[src/rtl/program_loader_if.sv]
// program_loader_if: byte-stream load link plus CPU memory read port and release status.
interface program_loader_if #(
  parameter int ADDR_W = 8,
  parameter int DATA_W = 8
);
  logic              rx_valid;
  logic [DATA_W-1:0] rx_data;
  logic              rx_ready;
  logic [ADDR_W-1:0] mem_addr;
  logic [DATA_W-1:0] mem_val;
  logic              cpu_rst;
  logic              load_done;
  logic              load_err;
  modport master (
    output rx_valid, rx_data, mem_addr,
    input  rx_ready, mem_val, cpu_rst, load_done, load_err
  );
  modport slave (
    input  rx_valid, rx_data, mem_addr,
    output rx_ready, mem_val, cpu_rst, load_done, load_err
  );
endinterface

[src/rtl/program_loader.sv]
// program_loader: streams a length-prefixed program into RAM, then releases the CPU and serves reads.
// Define PROGRAM_LOADER_CHECKSUM_EN to require a trailing mod-2^DATA_W checksum byte before release.
module program_loader #(
  parameter int ADDR_W = 8,
  parameter int DATA_W = 8
) (
  input logic clk,
  input logic rst,
  program_loader_if.slave bus
);
`ifdef PROGRAM_LOADER_CHECKSUM_EN
  typedef enum logic [2:0] {LEN, DATA, CHK, RUN, ERR} state_e;
  logic [DATA_W-1:0] sum_q;
  logic              load_err_q;
`else
  typedef enum logic [1:0] {LEN, DATA, RUN} state_e;
`endif
  state_e            state_q;
  logic [ADDR_W:0]   count_q, count_d, len_q, len_d;
  logic              rx_ready_q, cpu_rst_q, load_done_q, xfer;
  logic [DATA_W-1:0] mem_q [2**ADDR_W];
  assign xfer    = bus.rx_valid & rx_ready_q;
  assign count_d = count_q + (ADDR_W+1)'(1);
  // A zero length byte stands for a full-depth image.
  assign len_d   = (bus.rx_data == '0) ? {1'b1, {ADDR_W{1'b0}}} : (ADDR_W+1)'(bus.rx_data);
  always_ff @(posedge clk) begin
    if (rst && xfer && state_q == DATA) mem_q[count_q[ADDR_W-1:0]] <= bus.rx_data;
  end
  always_ff @(posedge clk) begin
    if (!rst) begin
      state_q     <= LEN;
      count_q     <= '0;
      len_q       <= '0;
      rx_ready_q  <= 1'b1;
      cpu_rst_q   <= 1'b0;
      load_done_q <= 1'b0;
`ifdef PROGRAM_LOADER_CHECKSUM_EN
      sum_q       <= '0;
      load_err_q  <= 1'b0;
`endif
    end else if (xfer) begin
      case (state_q)
        LEN: begin
          len_q   <= len_d;
          count_q <= '0;
          state_q <= DATA;
`ifdef PROGRAM_LOADER_CHECKSUM_EN
          sum_q   <= '0;
`endif
        end
        DATA: begin
          count_q <= count_d;
`ifdef PROGRAM_LOADER_CHECKSUM_EN
          sum_q <= sum_q + bus.rx_data;
          if (count_d == len_q) state_q <= CHK;
`else
          if (count_d == len_q) begin
            state_q     <= RUN;
            rx_ready_q  <= 1'b0;
            cpu_rst_q   <= 1'b1;
            load_done_q <= 1'b1;
          end
`endif
        end
`ifdef PROGRAM_LOADER_CHECKSUM_EN
        CHK: begin
          state_q     <= (bus.rx_data == sum_q) ? RUN : ERR;
          rx_ready_q  <= 1'b0;
          cpu_rst_q   <= (bus.rx_data == sum_q);
          load_done_q <= (bus.rx_data == sum_q);
          load_err_q  <= (bus.rx_data != sum_q);
        end
`endif
        default: ;
      endcase
    end
  end
  assign bus.rx_ready  = rx_ready_q;
  assign bus.cpu_rst   = cpu_rst_q;
  assign bus.load_done = load_done_q;
  assign bus.mem_val   = load_done_q ? mem_q[bus.mem_addr] : '0;
`ifdef PROGRAM_LOADER_CHECKSUM_EN
  assign bus.load_err  = load_err_q;
`else
  assign bus.load_err  = 1'b0;
`endif
endmodule

[src/flat_wrapper.sv]
// flat-port wrapper written by rule: the top's interface ports become plain ports
module program_loader_flat 
#(
  parameter int ADDR_W = 8,
  parameter int DATA_W = 8
)
  (clk, rst, bus_rx_valid, bus_rx_data, bus_mem_addr, bus_rx_ready, bus_mem_val, bus_cpu_rst, bus_load_done, bus_load_err);
  program_loader_if #(.ADDR_W(ADDR_W), .DATA_W(DATA_W)) bus_i ();
  input logic clk;
  input logic rst;
  input wire logic [$bits(bus_i.rx_valid)-1:0] bus_rx_valid;
  input wire logic [$bits(bus_i.rx_data)-1:0] bus_rx_data;
  input wire logic [$bits(bus_i.mem_addr)-1:0] bus_mem_addr;
  output wire logic [$bits(bus_i.rx_ready)-1:0] bus_rx_ready;
  output wire logic [$bits(bus_i.mem_val)-1:0] bus_mem_val;
  output wire logic [$bits(bus_i.cpu_rst)-1:0] bus_cpu_rst;
  output wire logic [$bits(bus_i.load_done)-1:0] bus_load_done;
  output wire logic [$bits(bus_i.load_err)-1:0] bus_load_err;
  assign bus_i.rx_valid = bus_rx_valid;
  assign bus_i.rx_data = bus_rx_data;
  assign bus_i.mem_addr = bus_mem_addr;
  assign bus_rx_ready = bus_i.rx_ready;
  assign bus_mem_val = bus_i.mem_val;
  assign bus_cpu_rst = bus_i.cpu_rst;
  assign bus_load_done = bus_i.load_done;
  assign bus_load_err = bus_i.load_err;
  program_loader #(.ADDR_W(ADDR_W), .DATA_W(DATA_W)) u_core (.clk(clk), .rst(rst), .bus(bus_i));
endmodule
[config.mk]
export PLATFORM = sky130hd
export DESIGN_NAME = program_loader_flat
export DESIGN_NICKNAME = d
export VERILOG_FILES = /design/src/rtl/program_loader_if.sv /design/src/rtl/program_loader.sv /design/src/flat_wrapper.sv
export SDC_FILE = /design/constraint.sdc
export NUM_CORES = 2
export LEC_CHECK = 0
export ABC_CLOCK_PERIOD_IN_PS = 4550
export CAP_MARGIN = 10
export CORE_ASPECT_RATIO = 0.8
export CORE_UTILIZATION = 27
export CTS_BUF_LIST = sky130_fd_sc_hd__clkbuf_4 sky130_fd_sc_hd__clkbuf_8 sky130_fd_sc_hd__clkbuf_16
export DETAILED_ROUTE_END_ITERATION = 7
export PLACE_DENSITY_LB_ADDON = 0.12
export SKIP_CTS_REPAIR_TIMING = 1
export SLEW_MARGIN = 20
export SYNTH_ARGS = -nofsm -noshare
export SYNTH_HDL_FRONTEND = slang
export SYNTH_SLANG_ARGS = --single-unit
export TNS_END_PERCENT = 30
[constraint.sdc]
create_clock -name clk -period 4.55 [get_ports clk]
set_clock_uncertainty 0.15 [all_clocks]
set_input_delay 0.91 -clock clk [delete_from_list [all_inputs] [get_ports clk]]
set_output_delay 0.91 -clock clk [all_outputs]
set_load 0.02 [all_outputs]
**Yosys cells after proc, flatten, opt, wreduce, memory -nomap -nowiden**

Memory sizes are Yosys's and may differ from the RTL's.
Cells that the tools add are included.
W data, S select, Z words.

- Eq/ne operators: 3
- Multiplexer cells: 7
- Reduce and logical (&&, ||, !) cells: 9
- Add/subtract/negate cells: 1
- Bitwise gates (word level): 1

Operators by type and width:

| cell | number |
|---|---|
| $pmux W9 S2 | 1 |
| $add A9 B1 Y9 const B | 1 |
| $eq A9 B9 Y1 | 1 |
| $mux W9 | 1 |
| $logic_not A8 Y1 | 1 |
| $mux W8 | 1 |
| $reduce_and A3 Y1 | 2 |
| $pmux W2 S2 | 1 |
| $reduce_and A2 Y1 | 2 |
| $eq A2 B1 Y1 const B | 1 |
| $logic_and A1 B1 Y1 | 2 |
| $logic_not A2 Y1 | 1 |
| $mux W1 | 2 |
| $mux W2 | 1 |
| $ne A2 B2 Y1 const B | 1 |
| $reduce_bool A2 Y1 | 1 |
| $and A1 B1 Y1 | 1 |

- Bits of input ports: 19
- Memories: 1
- RAM bits: 2048
- Flip-flop bits (word level): 22

Memories:

| name | words | bits a word | read ports | clocked after memory_dff | wr ports | line | source |
|---|---|---|---|---|---|---|---|
| u_core.mem_q | 256 | 8 | 1 | 0 | 1 | program_loader.sv:21 | `logic [DATA_W-1:0] mem_q [2**ADDR_W];` |

**Longest topological paths before layout**

- Depth in word-level cells: 5
- Mapped depth: 13
- Mapped depth without buffers: 7

**Worst setup path after synthesis**

Ideal clock, no wire load.

- Path kind: input-to-output
- Start: input port bus_mem_addr[0]
- End: output port bus_mem_val[5]
- Data required time: 3.490 ns
- Cell stages on the path: 12
- Path slack: 0.481 ns
- Arrival time: 3.009 ns
- Cell sequence: buf_6 buf_12 buf_12 buf_12 buf_12 buf_12 mux2i_1 o221ai_1 a21oi_1 nor4_2 nand3_1 o31ai_1

- Longest elaborated chain between the ends: 2

Ends and longest elaborated chain:

| element | line | source |
|---|---|---|
| start, declared | flat_wrapper.sv:13 | `input wire logic [$bits(bus_i.mem_addr)-1:0] bus_mem_addr;` |
| $mem_v2 Z256 W8 | -- |  |
| $mux W8 | program_loader.sv:81 | `assign bus.mem_val = load_done_q ? mem_q[bus.mem_addr] : '0;` |
| end, declared | flat_wrapper.sv:15 | `output wire logic [$bits(bus_i.mem_val)-1:0] bus_mem_val;` |

No other way between the ends.

**Final worst setup path**

- Start: input port bus_mem_addr[0]
- End: output port bus_mem_val[3]

The elaborated chain is that of the path after synthesis.

==> flow_summary.toml <==
[routing]
drc_errors = 0
viasPerCell = 4.726
ant_nets = 0
vias = 42560
post_drt_wl_per_cell_um = 29.63
drt_first_pass_iters = 6
routed_wl_um = 266900
drt-initial-drc-count = 4145

[pwr]
clock_power_share_pct = 43.7
power.density_nw_per_um2 = 410.7
p_leak_nw = 33.45
ir_drop_mv = 0.3109
pwr-share-comb_pct = 6.1
power_mw = 41.76
switching_share_pct = 21.94
netSwitchingPower_mw = 9.162
seqPwrFrac_pct = 50.2
internal_power_mw = 32.60

[cts]
cts_tree = "yes"
worstSkewPairLatency_ns = 0.90
h-tree-depth = 4
cts_sinks = 2070
root_buffer = "clkbuf_16"
cts_buffers = 219
cts.path.max_buffers = 4
clkTransAtPathRegs_ns = 0.06

[final_layout]
fin_util_pct = 33.72
multiInputGateArea_um2 = 18600
final_cells = 9006
nNetsFinal = 4848
regArea_um2 = 61940
nFillCells = 28440
syn_to_final_growth_pct = 23.83
drive_above_1_share_pct = 36.01

[setup_path]
crit_family = "buffers and inverters"
worstSetupPathType = "input port to output pin"
end_kind = "output pin"
crit_slowest_cell = "nor4_4"
cp_common_cell = "buf_12"
cp_max_fo = 7
cp.arrival_ns = 3.74
worst_ep_required_time_ns = 3.49
cp-start-kind = "input port"
cp_slowest_stage_delay_ns = 0.54
crit_chain = "buf_16 -> buf_12 -> clkbuf_16 -> buf_12 -> buf_12 -> mux2i_1 -> o22ai_2 -> buf_6 -> nor3_2 -> a221oi_2 -> nand4_1 -> nor4_4 -> buf_4 -> a31o_4 -> buf_6"
cp_num_buf_inv = 8

[synthesis]
ys_seq_elements = 2070
synth-edff-count = 2048
syn_area_per_cell_um2 = 20.98
yosysMostFrequentCell = "edfxtp_1"
netlist.area_leader.share_pct = 74.89
synth_area_leaders = "edfxtp_1, mux4_2, mux2i_1"
netlist_top_cells_count = "edfxtp_1, mux4_2, nor2_1, mux2i_1, nand2_1"
synth_top_flop_cell = "edfxtp_1"
netlist_area_um2 = 82120
seq_area_frac_synth_pct = 75.42
synth_cell_types = 73
synth_nets = 3938
synthCells = 3915
synth_top_area_cell = "edfxtp_1"
async_flop_share_pct = 0
synth_warnings = 0

[global_routing]
grt_pass1_vias = 42760
grt_first_pass_wirelength_um = 359800
grt_antenna_before_repair = 15
grt_start_max_net_pins = 105
track_usage_pct = 16.91
grt.overflow.total = 0

[timing]
period_minus_slack_ns = 4.797
maxSlewViolCount = 0
tightest_slew_ns = 1.166
worst_slack_ns = -0.2472
max_freq_ghz = 0.2085
rsz0062_at_grt = "true"
finalSetupViolations = 8
setup_tns_ns = -1.242
hold_viol_final = 0
slew_headroom_pct = 22.28
period_share_pct = 105.4

[job]
cap_violations = 0

[placement]
dp_hpwl_um = 173600
gp_congestion = 0.7854
io_buffers = 29
dpl.cell_count = 8514

[die]
ioPinCount = 31
dieArea_um2 = 306400
rows = 180
die_w_um = 618.6
coreArea_um2 = 301600
initial_core_util_pct = 27.23
fp.dieH_um = 495.3

[status]
status = "finished with violations"
violations = "setup timing"

[worst_hold_path]
hold_path_class = "input port to register"
[power by group through the flow]
| stage | Combinational (mW) | Clock, mW | Sequential (mW) |
|---|---|---|---|
| 3_5_place_dp | 2.35 | 0 | 21.4 |
| 2_1_floorplan | 1.08 | 0 | 21.4 |
| 6_report | 2.54 | 18.3 | 21.0 |
| 5_1_grt | 2.68 | 19.4 | 20.9 |
| 4_1_cts | 2.36 | 18.8 | 21.0 |
| 3_3_place_gp | 2.35 | 0 | 21.4 |
[state kept, by name (all words and copies together), names as in the netlist]
register,flops
u_core.mem_q,2048
u_core.bus.load_done,1
u_core.bus.rx_ready,1
u_core.count_q,9
u_core.len_q,9
u_core.state_q,2
[per-stage QoR]
step | setup slack (ns) | area (µm²) | hold slack (ns)
2_1_floorplan | 0.4807 | 82120 | 0.3050
3_3_place_gp | -1.195 | 92300 | 0.3193
3_5_place_dp | -1.147 | 92300 | 0.3280
4_1_cts | -1.152 | 99490 | 0.2571
5_1_grt | -0.1906 | 101700 | 0.2873
6_report | -0.2472 | 101700 | 0.3108
[worst paths after layout]
| check | cells after the start | to | slack, ns | from |
|---|---|---|---|---|
| worst max-delay path | 15 | bus_mem_val[3] | -0.25 | bus_mem_addr[0] |
| worst min-delay path | 1 | u_core.mem_q[108][1]$_DFFE_PP_ | 0.31 | bus_rx_data[1] |
| worst max register to register | 10 | u_core.mem_q[64][3]$_DFFE_PP_ | 1.19 | u_core.bus.rx_ready$_SDFFE_PN1P_ |
| worst min register to register | 2 | u_core.len_q[8]$_SDFFE_PN0P_ | 0.34 | u_core.len_q[8]$_SDFFE_PN0P_ |
[cells in the final DEF, fill, tap and decap left out, drive strengths merged, types with 7 or more instances in the layout]
cell type | netlist | layout
a2111oi | 7 | 7
edfxtp | 2048 | 2048
buf | 132 | 906
nand3 | 17 | 17
dfxtp | 22 | 22
nand2 | 91 | 91
clkinv | 0 | 87
nor3 | 31 | 31
a21oi | 63 | 63
xnor2 | 9 | 9
a211oi | 8 | 8
nor2b | 18 | 18
a21boi | 10 | 10
diode | 0 | 9
nand4 | 12 | 12
mux4 | 456 | 456
nor4 | 21 | 21
o221ai | 90 | 90
o22ai | 61 | 61
inv | 11 | 15
clkbuf | 107 | 285
a22oi | 13 | 13
nor2 | 310 | 310
mux2i | 236 | 236
bufinv | 0 | 25
o21ai | 49 | 49
[metal layers]
metal  track usage [%]  vias to the layer above  part of all wire [%]
met3             3.554                      291                   5.8
met5                 0                        -                     0
met4             4.229                        0                   2.1
met2             24.92                     1092                    44
li1                  -                    18230                     -
met1             25.27                    22940                    48
[layout make-up]
| class | instances | area share (%) |
|---|---|---|
| inverter | 11 | 0.05045 |
| sequential | 2070 | 60.91 |
| clock buffer | 270 | 5.814 |
| clock inverter | 119 | 1.256 |
| timing repair buffer | 928 | 8.728 |
| multi-input combinational | 1595 | 18.29 |
| tap | 4004 | 4.926 |
| antenna | 9 | 0.02215 |
[kinds of logic after synthesis]
group                      after synthesis  synth area share (%)
buffers and inverters                  250                 2.805
other                                    1              0.004566
adders and majority gates                4               0.06095
xor gates and xnor gates                13                0.1386
DFF                                   2070                 75.42
muxes                                  697                 15.81
and+or+nand+nor                        537                 2.846
AOI/OAI and AO/OA                      343                 2.909
Power figures use the tool's default switching activity.
